### src/rtl/wb_write_queue_if.sv
// Register-file write-side bundle: pipeline writeback, late-result push,
// registered register-file write and the decode pending-write lookup.
interface wb_write_queue_if #(
    parameter int AW = 5,
    parameter int DW = 32
);
    logic          pipe_we;
    logic [AW-1:0] pipe_waddr;
    logic [DW-1:0] pipe_wdata;
    logic          pipe_stall;

    logic          lsu_valid;
    logic [AW-1:0] lsu_waddr;
    logic [DW-1:0] lsu_wdata;
    logic          lsu_ready;

    logic          rf_we;
    logic [AW-1:0] rf_waddr;
    logic [DW-1:0] rf_wdata;

    logic [AW-1:0] chk_addr1;
    logic [AW-1:0] chk_addr2;
    logic          chk_hit1;
    logic          chk_hit2;

    // The write queue drives the register file port.
    modport master (
        input  pipe_we, pipe_waddr, pipe_wdata,
        output pipe_stall,
        input  lsu_valid, lsu_waddr, lsu_wdata,
        output lsu_ready,
        output rf_we, rf_waddr, rf_wdata,
        input  chk_addr1, chk_addr2,
        output chk_hit1, chk_hit2
    );

    modport slave (
        output pipe_we, pipe_waddr, pipe_wdata,
        input  pipe_stall,
        output lsu_valid, lsu_waddr, lsu_wdata,
        input  lsu_ready,
        input  rf_we, rf_waddr, rf_wdata,
        output chk_addr1, chk_addr2,
        input  chk_hit1, chk_hit2
    );
endinterface

### src/rtl/wb_write_queue.sv
// Register-file write arbiter: pipeline writeback wins, late results queue in a FIFO.
// Define WBQ_STARVE_GUARD_EN to force the queue head after STARVE_MAX preempted cycles.
module wb_write_queue #(
    parameter int DEPTH      = 4,
    parameter int AW         = 5,
    parameter int DW         = 32,
    parameter int STARVE_MAX = 8
) (
    input  logic                   clk,
    input  logic                   rst,
    wb_write_queue_if.master       bus,
    output logic [$clog2(DEPTH):0] count
);
    localparam int PW = $clog2(DEPTH);
    localparam int CW = PW + 1;

    if (DEPTH < 2 || DEPTH > 16 || (DEPTH & (DEPTH - 1)) != 0 || STARVE_MAX < 1) begin : g_bad_params
        $error("wb_write_queue: DEPTH must be a power of two in 2..16 and STARVE_MAX >= 1");
    end

    logic [AW-1:0] addr_mem [DEPTH];
    logic [DW-1:0] data_mem [DEPTH];

    logic [PW-1:0] wr_ptr_reg, wr_ptr_next;
    logic [PW-1:0] rd_ptr_reg, rd_ptr_next;
    logic [CW-1:0] count_reg, count_next;

    logic          rf_we_reg, rf_we_next;
    logic [AW-1:0] rf_waddr_reg, rf_waddr_next;
    logic [DW-1:0] rf_wdata_reg, rf_wdata_next;

    logic          fifo_empty;
    logic          fifo_full;
    logic          pipe_req;
    logic          pipe_win;
    logic          push;
    logic          pop;
    logic [AW-1:0] head_addr;
    logic [DW-1:0] head_data;

    assign fifo_empty = (count_reg == '0);
    assign fifo_full  = (count_reg == CW'(DEPTH));
    assign head_addr  = addr_mem[rd_ptr_reg];
    assign head_data  = data_mem[rd_ptr_reg];

    // A write to r0 is no write at all, so it never blocks the queue.
    assign pipe_req = bus.pipe_we && (bus.pipe_waddr != '0);
    assign pipe_win = pipe_req && !bus.pipe_stall;
    assign pop      = !pipe_win && !fifo_empty;

    // Ready looks only at the registered count; a same-cycle pop does not open a slot.
    assign bus.lsu_ready = !fifo_full && !rst;
    assign push          = bus.lsu_valid && bus.lsu_ready && (bus.lsu_waddr != '0);

`ifdef WBQ_STARVE_GUARD_EN
    localparam int SW = $clog2(STARVE_MAX + 1);

    logic [SW-1:0] starve_reg, starve_next;

    always_comb begin
        starve_next = '0;
        if (!fifo_empty && pipe_win) begin
            starve_next = starve_reg + SW'(1);
        end
    end

    always_ff @(posedge clk or posedge rst) begin
        if (rst) begin
            starve_reg <= '0;
        end else begin
            starve_reg <= starve_next;
        end
    end

    assign bus.pipe_stall = pipe_req && !fifo_empty && (starve_reg == SW'(STARVE_MAX));
`else
    assign bus.pipe_stall = 1'b0;
`endif

    always_comb begin
        wr_ptr_next = wr_ptr_reg;
        rd_ptr_next = rd_ptr_reg;
        count_next  = count_reg;
        if (push) begin
            wr_ptr_next = wr_ptr_reg + PW'(1);
        end
        if (pop) begin
            rd_ptr_next = rd_ptr_reg + PW'(1);
        end
        case ({push, pop})
            2'b10:   count_next = count_reg + CW'(1);
            2'b01:   count_next = count_reg - CW'(1);
            default: count_next = count_reg;
        endcase
    end

    always_comb begin
        rf_we_next    = 1'b0;
        rf_waddr_next = rf_waddr_reg;
        rf_wdata_next = rf_wdata_reg;
        if (pipe_win) begin
            rf_we_next    = 1'b1;
            rf_waddr_next = bus.pipe_waddr;
            rf_wdata_next = bus.pipe_wdata;
        end else if (pop) begin
            rf_we_next    = 1'b1;
            rf_waddr_next = head_addr;
            rf_wdata_next = head_data;
        end
    end

    always_ff @(posedge clk or posedge rst) begin
        if (rst) begin
            wr_ptr_reg   <= '0;
            rd_ptr_reg   <= '0;
            count_reg    <= '0;
            rf_we_reg    <= 1'b0;
            rf_waddr_reg <= '0;
            rf_wdata_reg <= '0;
        end else begin
            wr_ptr_reg   <= wr_ptr_next;
            rd_ptr_reg   <= rd_ptr_next;
            count_reg    <= count_next;
            rf_we_reg    <= rf_we_next;
            rf_waddr_reg <= rf_waddr_next;
            rf_wdata_reg <= rf_wdata_next;
        end
    end

    // Entry storage needs no reset: validity comes from the pointers and count.
    always_ff @(posedge clk) begin
        if (push) begin
            addr_mem[wr_ptr_reg] <= bus.lsu_waddr;
            data_mem[wr_ptr_reg] <= bus.lsu_wdata;
        end
    end

    logic [DEPTH-1:0] entry_valid;
    logic [DEPTH-1:0] hit1_vec;
    logic [DEPTH-1:0] hit2_vec;

    // Slot gi is occupied when its distance from the read pointer is below count.
    for (genvar gi = 0; gi < DEPTH; gi++) begin : g_entry
        logic [PW-1:0] age;
        assign age             = PW'(gi) - rd_ptr_reg;
        assign entry_valid[gi] = ({1'b0, age} < count_reg);
        assign hit1_vec[gi]    = entry_valid[gi] && (addr_mem[gi] == bus.chk_addr1);
        assign hit2_vec[gi]    = entry_valid[gi] && (addr_mem[gi] == bus.chk_addr2);
    end

    assign bus.chk_hit1 = (bus.chk_addr1 != '0) && (|hit1_vec);
    assign bus.chk_hit2 = (bus.chk_addr2 != '0) && (|hit2_vec);

    assign bus.rf_we    = rf_we_reg;
    assign bus.rf_waddr = rf_waddr_reg;
    assign bus.rf_wdata = rf_wdata_reg;
    assign count        = count_reg;
endmodule

### src/flat_wrapper.sv
// flat-port wrapper written by rule: the top's interface ports become plain ports
module wb_write_queue_flat 
#(
    parameter int DEPTH      = 4,
    parameter int AW         = 5,
    parameter int DW         = 32,
    parameter int STARVE_MAX = 8
)
  (clk, rst, count, bus_pipe_we, bus_pipe_waddr, bus_pipe_wdata, bus_pipe_stall, bus_lsu_valid, bus_lsu_waddr, bus_lsu_wdata, bus_lsu_ready, bus_rf_we, bus_rf_waddr, bus_rf_wdata, bus_chk_addr1, bus_chk_addr2, bus_chk_hit1, bus_chk_hit2);
  wb_write_queue_if #(.AW(AW), .DW(DW)) bus_i ();
  input  logic clk;
  input  logic rst;
  output logic [$clog2(DEPTH):0] count;
  input wire logic [$bits(bus_i.pipe_we)-1:0] bus_pipe_we;
  input wire logic [$bits(bus_i.pipe_waddr)-1:0] bus_pipe_waddr;
  input wire logic [$bits(bus_i.pipe_wdata)-1:0] bus_pipe_wdata;
  output wire logic [$bits(bus_i.pipe_stall)-1:0] bus_pipe_stall;
  input wire logic [$bits(bus_i.lsu_valid)-1:0] bus_lsu_valid;
  input wire logic [$bits(bus_i.lsu_waddr)-1:0] bus_lsu_waddr;
  input wire logic [$bits(bus_i.lsu_wdata)-1:0] bus_lsu_wdata;
  output wire logic [$bits(bus_i.lsu_ready)-1:0] bus_lsu_ready;
  output wire logic [$bits(bus_i.rf_we)-1:0] bus_rf_we;
  output wire logic [$bits(bus_i.rf_waddr)-1:0] bus_rf_waddr;
  output wire logic [$bits(bus_i.rf_wdata)-1:0] bus_rf_wdata;
  input wire logic [$bits(bus_i.chk_addr1)-1:0] bus_chk_addr1;
  input wire logic [$bits(bus_i.chk_addr2)-1:0] bus_chk_addr2;
  output wire logic [$bits(bus_i.chk_hit1)-1:0] bus_chk_hit1;
  output wire logic [$bits(bus_i.chk_hit2)-1:0] bus_chk_hit2;
  assign bus_i.pipe_we = bus_pipe_we;
  assign bus_i.pipe_waddr = bus_pipe_waddr;
  assign bus_i.pipe_wdata = bus_pipe_wdata;
  assign bus_pipe_stall = bus_i.pipe_stall;
  assign bus_i.lsu_valid = bus_lsu_valid;
  assign bus_i.lsu_waddr = bus_lsu_waddr;
  assign bus_i.lsu_wdata = bus_lsu_wdata;
  assign bus_lsu_ready = bus_i.lsu_ready;
  assign bus_rf_we = bus_i.rf_we;
  assign bus_rf_waddr = bus_i.rf_waddr;
  assign bus_rf_wdata = bus_i.rf_wdata;
  assign bus_i.chk_addr1 = bus_chk_addr1;
  assign bus_i.chk_addr2 = bus_chk_addr2;
  assign bus_chk_hit1 = bus_i.chk_hit1;
  assign bus_chk_hit2 = bus_i.chk_hit2;
  wb_write_queue #(.DEPTH(DEPTH), .AW(AW), .DW(DW), .STARVE_MAX(STARVE_MAX)) u_core (.clk(clk), .rst(rst), .bus(bus_i), .count(count));
endmodule
### config.mk
export PLATFORM = sky130hd
export DESIGN_NAME = wb_write_queue_flat
export DESIGN_NICKNAME = d
export VERILOG_FILES = /design/src/rtl/wb_write_queue_if.sv /design/src/rtl/wb_write_queue.sv /design/src/flat_wrapper.sv
export SDC_FILE = /design/constraint.sdc
export NUM_CORES = 1
export LEC_CHECK = 0
export CAP_MARGIN = 10
export CORE_MARGIN = 1.5
export CORE_UTILIZATION = 25
export DETAILED_ROUTE_END_ITERATION = 10
export GPL_TIMING_DRIVEN = 0
export SLEW_MARGIN = 10
export SYNTH_ARGS = -nofsm -noshare
export SYNTH_HDL_FRONTEND = slang
export SYNTH_SLANG_ARGS = --single-unit
### constraint.sdc
create_clock -name clk -period 2.92 [get_ports clk]
set_clock_uncertainty 0.1 [all_clocks]
set_input_delay 0.292 -clock clk [delete_from_list [all_inputs] [get_ports clk]]
set_output_delay 0.292 -clock clk [all_outputs]
set_load 0.05 [all_outputs]
# After elaboration in Yosys (flattened, before gate mapping)
# Memories as Yosys holds them, arrays and structs flattened.
# Cells that the tools add are included.
# W data, S select, Z words.
# totals
regBits	45
ram_bits	148
word_cells	68
n_memories	2
# memory_table
name	depth	word_bits	rd	rd_clocked_by_memory_dff	write_ports	line	source
u_core.data_mem	4	32	1	0	1	wb_write_queue.sv:22	logic [DW-1:0] data_mem [DEPTH];
u_core.addr_mem	4	5	5	0	1	wb_write_queue.sv:21	logic [AW-1:0] addr_mem [DEPTH];
# classes
n_addsub	8
magnitude_cmp	4
n_eq_ne	11
mux	9
reduce_logical	28
# ops
operator	count
$mux W32	2
$eq A5 B5 Y1	8
$reduce_bool A5 Y1	4
$logic_and A1 B1 Y1	15
$lt A2 B3 Y1	4
$mux W5	2
$reduce_or A4 Y1	2
$pmux W3 S2	1
$add A2 B1 Y2 const B	2
$logic_not A1 Y1	4
$mux W1	4
$reduce_bool A2 Y1	2
$sub A1 B2 Y2 const A	2
$sub A2 B2 Y2 const A	2
$add A3 B1 Y3 const B	1
$eq A3 B3 Y1 const B	1
$logic_not A3 Y1	1
$sub A3 B1 Y3 const B	1
$eq A2 B1 Y1 const B	1
$eq A2 B2 Y1 const B	1

# Depth between registers and ports, before layout
# Gate-level depths: netlist of run 1.
# logic_depth
ltp_word	7
ltp_mapped	11

# Worst setup path after synthesis of run 1
# OpenSTA, ideal clock, no wires.
# synth_timing
path_type	register -> register
startpoint	register u_core.count_reg[1] (netlist: u_core.count[1])
endpoint	memory u_core.addr_mem[0][0], enable pin
t_arrival_ns	3.223
required_time_ns	2.422
path_slack_ns	-0.800
stages_incl_launch_ff	6
period_less_slack_ns	3.720
path_cell_list	dfrtp_1 > inv_1 > a31oi_1 > nand2_1 > a21oi_2 > and2_1
# synth_between
elab_chain_cells	7
# synth_lines
element	line	source
from (decl)	wb_write_queue.sv:26	logic [CW-1:0] count_reg, count_next;
from (signal assigned)	wb_write_queue.sv:123	count_reg <= count_next;
$eq A3 B3 Y1	wb_write_queue.sv:42	assign fifo_full = (count_reg == CW'(DEPTH));
$logic_not A1 Y1	wb_write_queue.sv:52	assign bus.lsu_ready = !fifo_full && !rst;
$logic_and A1 B1 Y1	wb_write_queue.sv:52	
net bus_lsu_ready	flat_wrapper.sv:21	output wire logic [$bits(bus_i.lsu_ready)-1:0] bus_lsu_ready;
$logic_and A1 B1 Y1 (2 in series)	wb_write_queue.sv:53	assign push = bus.lsu_valid && bus.lsu_ready && (bus.lsu_waddr != '0);
$mux W1	wb_write_queue.sv:132	if (push) begin
$mux W1 (implied by the code)	wb_write_queue.sv:133	addr_mem[wr_ptr_reg] <= bus.lsu_waddr;
to (decl)	wb_write_queue.sv:21	
# The timed path passes the listed nets, and every way through them passes these cells.

# Worst setup path in the final report of run 1
# layout_timing
startpoint	register u_core.rd_ptr_reg[0]
endpoint	output port bus_chk_hit1
# layout_between
elab_chain_cells	5
# layout_lines
element	line	source
from (decl)	wb_write_queue.sv:25	logic [PW-1:0] rd_ptr_reg, rd_ptr_next;
from (signal assigned)	wb_write_queue.sv:122	rd_ptr_reg <= rd_ptr_next;
$sub A1 B2 Y2 / $sub A2 B2 Y2 (equally long branches)	wb_write_queue.sv:145	assign age = PW'(gi) - rd_ptr_reg;
$lt A2 B3 Y1	wb_write_queue.sv:146	assign entry_valid[gi] = ({1'b0, age} < count_reg);
$logic_and A1 B1 Y1	wb_write_queue.sv:147	assign hit1_vec[gi] = entry_valid[gi] && (addr_mem[gi] == bus.chk_addr1);
$reduce_or A4 Y1 *	wb_write_queue.sv:151	assign bus.chk_hit1 = (bus.chk_addr1 != '0) && (|hit1_vec);
$logic_and A1 B1 Y1 *	wb_write_queue.sv:151	
to (decl)	flat_wrapper.sv:27	output wire logic [$bits(bus_i.chk_hit1)-1:0] bus_chk_hit1;
# Mark *: on every way between the ends. The rest lies on a longest branch, timed or not.

==> run metrics, run 1 <==
Setup TNS=0 ns; P_int=around 6.6 mW; unrepaired setup endpoints after global routing=yes; Comb pwr share=between 30% and 40%; power density over cell area=925 nW/µm²; nature of the critical path endpoint=primary output; Die Span Y=roughly 190 µm; Slew Limit Fails=0; Final #Nets=~740; Pwr Total=between 10 and 15 mW; WHS=between 0.15 and 0.2 ns; Root Buffer=clkbuf_16; diodes inserted=0; worst slew pin tran=0.667 ns; Synth cell types=39; crit path DAT=2.44 ns; H-tree levels=4; part of the cycle the worst path needs=~97%; Fin. Hold Viols=0; Peak supply drop=slightly above 0.4 mV; row cnt=67; pre-CTS setup slack=-0.671 ns; GRT overflow=0; Pleak=between 3 and 4 nW; number of global-route vias before repair=just over 5k; fmax=353 MHz; core area=33400 µm²; DRT Pass-1 Iters=6; Clock Power Share=~24%; Final min period=2.83 ns; syn avg cell area=roughly 17 µm²; Hold Crit Class=in2async; critical path class=reg2out; r2r startpoint=u_core.count[0]$_DFFE_PP0P_; status=finished clean; cts hold-fix bufs=0; Worst-path clk slew=0.07 ns; global-route wire length before repair=between 30000 and 40000 µm; Slew headroom=between 50% and 60%; vias per std cell=between 4 and 5; initial DRC count=about 200; Max-Cap Viols=0; Worst Path Required=roughly 2.5 ns; most common cell after layout, fill and taps aside=edfxtp_1; leading cell types in the layout, fill and taps excluded=edfxtp_1 (148), clkdlybuf4s50_1 (119), dfrtp_1 (43); switching share of total power=35.2%; Yosys reg bits=193; Top-Level Pins=approximately 130; post-synth net total=590; drt total wl=21000 µm; # port buffers=121; worst setup margin=approximately 0.090 ns; crit start category=register; clk buf depth=2; CTS buffer count=17; TritonCTS clock tree=done; area grow syn2layout=30.4%; worst r2r path cells=5; Cell Area, Synth=~8400 µm²; Setup violations, final=0; routability cong.=between 0.8 and 0.9; sequential-to-total area share from yosys stat=between 60% and 70%; CTS Sinks=slightly below 200; switching pwr=3.57 mW; initial antenna violation count=1; share of layout cells above drive strength 1=around a quarter; crit path max fanout=2; initial core utilization=around a quarter; largest net degree at the start of global routing=38; wire per inst=~19 µm; Residual DRC=0; sequential power share=a little over a third; gr usage total=12.6%; DP HPWL=14000 µm; Largest register FFs=between 100 and 150; utilization after layout=between 30% and 40%; R2R setup slack=around 0.52 ns; r2r endpoint=u_core.data_mem[1][12]$_DFFE_PP_; Final ANT Viol Nets=0; Gate Count Post-Synth=a little under 500; YS warnings=0; worst-skew pair later-pin latency=0.44 ns; Via Count=between 4k and 5k; Die W=186 µm; Die Area=roughly 35000 µm²
## synthesized netlist by cell type
cell type	count	area (µm²)
nor2_2	14	87.6
buf_12	2	40.0
conb_1	1	3.75
and2_1	4	25.0
clkbuf_4	1	7.51
mux2i_1	36	360
buf_1	4	15.0
ha_1	9	113
edfxtp_1	148	4440
buf_8	2	30.0
clkbuf_8	1	13.8
o22ai_1	2	12.5
xor2_1	20	175
a31oi_1	1	6.26
clkbuf_1	7	26.3
o21ba_2	2	20.0
nor3_1	4	20.0
o21ai_2	1	8.76
a21boi_0	1	7.51
nand3_1	8	40.0
o31a_2	1	10.0
a22o_1	2	17.5
nor2b_1	1	6.26
nand2_1	3	11.3
inv_1	11	41.3
or4_4	1	11.3
a21oi_2	35	307
mux4_2	37	833
buf_4	5	37.5
dfrtp_1	45	1130
nand2b_1	2	12.5
buf_2	7	35.0
mux2_2	3	33.8
nor2_1	25	93.8
fa_1	1	20.0
buf_6	4	45.0
nor4_1	10	62.6
a21oi_1	4	20.0
xnor2_1	27	236
## critical path, cell delays in order, from the launching register on
cell,delay (ns)
dfrtp_1,0.37
buf_6,0.13
buf_12,0.12
xor2_2,0.14
ha_1,0.27
nand2b_1,0.09
o22ai_2,0.09
nor4_1,0.37
nor4_2,0.11
a21oi_2,0.14
buf_6,0.17
## worst max-delay path by stage
stage                                           from                              end  cells past startpoint
floorplan                u_core.count[1]$_DFFE_PP0P_  u_core.addr_mem[0][0]$_DFFE_PP_                      5
global placement    u_core.rd_ptr_reg[1]$_DFFE_PP0P_                     bus_chk_hit1                     10
detailed placement  u_core.rd_ptr_reg[1]$_DFFE_PP0P_                     bus_chk_hit2                      9
CTS                 u_core.rd_ptr_reg[0]$_DFFE_PP0P_                     bus_chk_hit1                     11
global route        u_core.rd_ptr_reg[1]$_DFFE_PP0P_                     bus_chk_hit1                      9
finish              u_core.rd_ptr_reg[0]$_DFFE_PP0P_                     bus_chk_hit1                     10
## repair_timing
item	4_1_cts	5_1_grt
pin swaps	5	0
setup buffers	4	0
setup endpoints to repair	2	150
gates resized for setup	30	11
hold endpoints to repair	0	0
## power groups by stage
| stage | Clock [mW] | Combinational (mW) | Sequential, mW |
|---|---|---|---|
| 2_1_floorplan | 0 | 2.00 | 4.39 |
| 3_3_place_gp | 0 | 3.88 | 3.71 |
| 3_5_place_dp | 0 | 3.92 | 3.73 |
| 4_1_cts | 2.52 | 4.09 | 3.67 |
| 5_1_grt | 2.62 | 4.34 | 3.71 |
| 6_report | 2.46 | 4.03 | 3.66 |
## layer usage
metal  up-vias  track usage [%]  wire length, µm
li1       2132                -                -
met1      2454             16.7             9620
met2       131             20.1            10100
met3        22             3.35             1010
met4         2             4.22              327
met5         -                0               13
## cell type report
cell class | count | area [µm²]
multi-input combinational | 255 | 2650
clock inverter | 9 | 158
sequential | 193 | 5570
fill | 3353 | 22400
tap | 448 | 561
buffer | 33 | 280
clock buffer | 23 | 448
inverter | 11 | 43.8
timing repair buffer | 126 | 1260
## kinds of logic (layout without fill, tap and decap cells)
group	count (synthesis)	after routing	share of synthesized area, %
XOR/XNOR	47	47	4.89
adder cells (fa/ha/maj)	10	10	1.58
other	1	1	0.0446
AO/OA/AOI/OAI	49	49	4.86
multiplexers	76	76	14.6
AND/OR/NAND/NOR	72	72	4.40
buffers and inverters	44	202	3.46
flip-flops	193	193	66.2
## per-stage QoR
| stage | area (µm²) | std cells |
|---|---|---|
| after CTS | 10900 | 1098 |
| after detailed placement | 10200 | 1062 |
| after global routing | 11000 | 1098 |
| after floorplan | 8440 | 492 |
| after global placement | 10200 | 1061 |
| final | 11000 | 1098 |
No activity file was read; power rests on OpenSTA's default activity.
==> inputs of run 2 (changes only) <==
--- a/config.mk
+++ b/config.mk
@@ -10,7 +10,6 @@
 export CORE_UTILIZATION = 25
 export DETAILED_ROUTE_END_ITERATION = 10
 export GPL_TIMING_DRIVEN = 0
-export SLEW_MARGIN = 10
 export SYNTH_ARGS = -nofsm -noshare
 export SYNTH_HDL_FRONTEND = slang
 export SYNTH_SLANG_ARGS = --single-unit
==> constraint.sdc (replaced) <==
create_clock -name clk -period 3.53 [get_ports clk]
set_clock_uncertainty 0.1 [all_clocks]
set_input_delay 0.353 -clock clk [delete_from_list [all_inputs] [get_ports clk]]
set_output_delay 0.353 -clock clk [all_outputs]
set_load 0.05 [all_outputs]
==> run 2 against run 1 <==
Net effect: first-iteration DRC count increased by 21%; wire length decreased by 0.21%; sequential power decreased by 18%.
==> run metrics, run 2 (synthesized netlist as in run 1, its figures left out) <==
status=finished clean; # port buffers=around 120; number of instances in the placed design=1066; Root Buffer=clkbuf_16; leading cell types in the layout, fill and taps excluded=edfxtp_1 (148), clkdlybuf4s50_1 (119), dfrtp_1 (45); initial DRC count=approximately 240; initial antenna violation count=2; Die W=~190 µm; TritonCTS clock tree=done; global-route wire length before repair=31800 µm; part of the cycle the worst path needs=90.8%; Pleak=~3.6 nW; CTS buffer count=17; Die Area=approximately 35000 µm²; CTS Sinks=a little under 200; switching pwr=slightly below 3 mW; initial core utilization=roughly 25%; crit start category=register; Worst-path clk slew=~0.07 ns; Setup violations, final=0; P_int=5.33 mW; Peak supply drop=0.379 mV; Via Count=~4.6k; critical path class=reg2out; unrepaired setup endpoints after global routing=no; share of layout cells above drive strength 1=between 20% and 30%; row cnt=67; gr usage total=between 10% and 20%; routability cong.=around 0.84; crit path max fanout=10; power density over cell area=around 760 nW/µm²; Final ANT Viol Nets=0; fmax=between 300 and 400 MHz; Residual DRC=0; Slew headroom=a little under half; switching share of total power=between 30% and 40%; worst r2r path cells=6; area grow syn2layout=29.8%; Hold Crit Class=in2async; Worst Path Required=around 3.1 ns; most common cell after layout, fill and taps aside=edfxtp_1; nature of the critical path endpoint=primary output; Clock Power Share=between 20% and 30%; number of global-route vias before repair=roughly 5.1k; Fin. Hold Viols=0; largest net degree at the start of global routing=29; Comb pwr share=around two fifths; sequential power share=between 30% and 40%; core area=between 30000 and 40000 µm²; GRT overflow=0; vias per std cell=4.22; worst-skew pair later-pin latency=about 0.44 ns; Max-Cap Viols=0; Largest register FFs=between 100 and 150; crit path DAT=~2.8 ns; clk buf depth=2; Die Span Y=roughly 190 µm; Top-Level Pins=around 130; DRT Pass-1 Iters=4; Slew Limit Fails=0; H-tree levels=4; Pwr Total=a little over 8 mW; worst slew pin tran=0.783 ns; non-filler instance count after layout=~1.1k; Final min period=~3.2 ns; wire per inst=19.1 µm; Final #Nets=around 730; drt total wl=approximately 21000 µm; DP HPWL=roughly 14000 µm
## run 2: metal layers
metal / part of all wire [%] / vias to the layer above / track usage, % / wire length, µm
met4: 1.3 / 2 / 3.72 / 268
met1: 45 / 2368 / 16.0 / 9400
li1: - / 2137 / - / -
met5: 0.081 / - / 0 / 17
met2: 49 / 107 / 20.9 / 10400
met3: 4.4 / 17 / 3.22 / 916
## run 2: critical path, stage by stage, from the launching register on
cell and delay, ns:
dfrtp_1 0.46, buf_4 0.26, xor2_1 0.20, inv_1 0.06, ha_1 0.26, nand2b_1 0.07, o22ai_1 0.10, nor4_1 0.36
nor4_2 0.11, a21oi_1 0.13, clkbuf_2 0.29
## run 2: path summary, 6_finish.rpt
kind,start,slack [ns],end
min in group clk,bus_pipe_wdata[19],0.40,u_core.bus.rf_wdata[19]$_DFFE_PP0P_
max in group asynchronous,rst,2.43,u_core.bus.rf_wdata[15]$_DFFE_PP0P_
hold reg to reg,u_core.wr_ptr_reg[1]$_DFFE_PP0P_,0.48,u_core.wr_ptr_reg[1]$_DFFE_PP0P_
hold / removal,rst,0.32,u_core.count[2]$_DFFE_PP0P_
setup / recovery,u_core.rd_ptr_reg[1]$_DFFE_PP0P_,0.32,bus_chk_hit1
setup reg to reg,u_core.count[0]$_DFFE_PP0P_,1.04,u_core.data_mem[3][12]$_DFFE_PP_
## run 2: power by group through the flow
stage	combinational [mW]	sequential [mW]	clock, mW
CTS	3.29	3.02	2.12
global placement	3.23	3.07	0
finish	3.21	3.01	2.04
floorplan	1.65	3.63	0
global route	3.47	3.06	2.20
detailed placement	3.28	3.06	0
## run 2: what timing repair did
item	4_1_cts	5_1_grt
setup endpoints to repair	2	2
gates resized for setup	4	5
pin swaps	0	1
hold endpoints to repair	0	0
setup buffers	0	0
hold buffers	0	0
## run 2: area by class of cell
type	count	area (µm²)
fill	3339	22400
sequential	193	5570
multi-input combinational	255	2570
timing repair buffer	126	1310
tap	448	561
clock buffer	19	443
buffer	32	249
clock inverter	13	175
inverter	11	41.3
antenna	1	2.50
## run 2: through the flow
stage | util (%) | hold slack, ns | instance area [µm²] | setup TNS, ns | setup WS [ns]
finish | 32.7 | 0.324 | 10900 | 0 | 0.324
global route | 32.7 | 0.378 | 10900 | 0 | 0.0968
CTS | 32.7 | 0.346 | 10900 | 0 | 0.0594
detailed placement | 30.9 | 0.464 | 10300 | -0.177 | -0.0896
global placement | 30.6 | 0.458 | 10200 | -37.07 | -0.271
floorplan | - | 0.352 | 8420 | 0 | 0.172
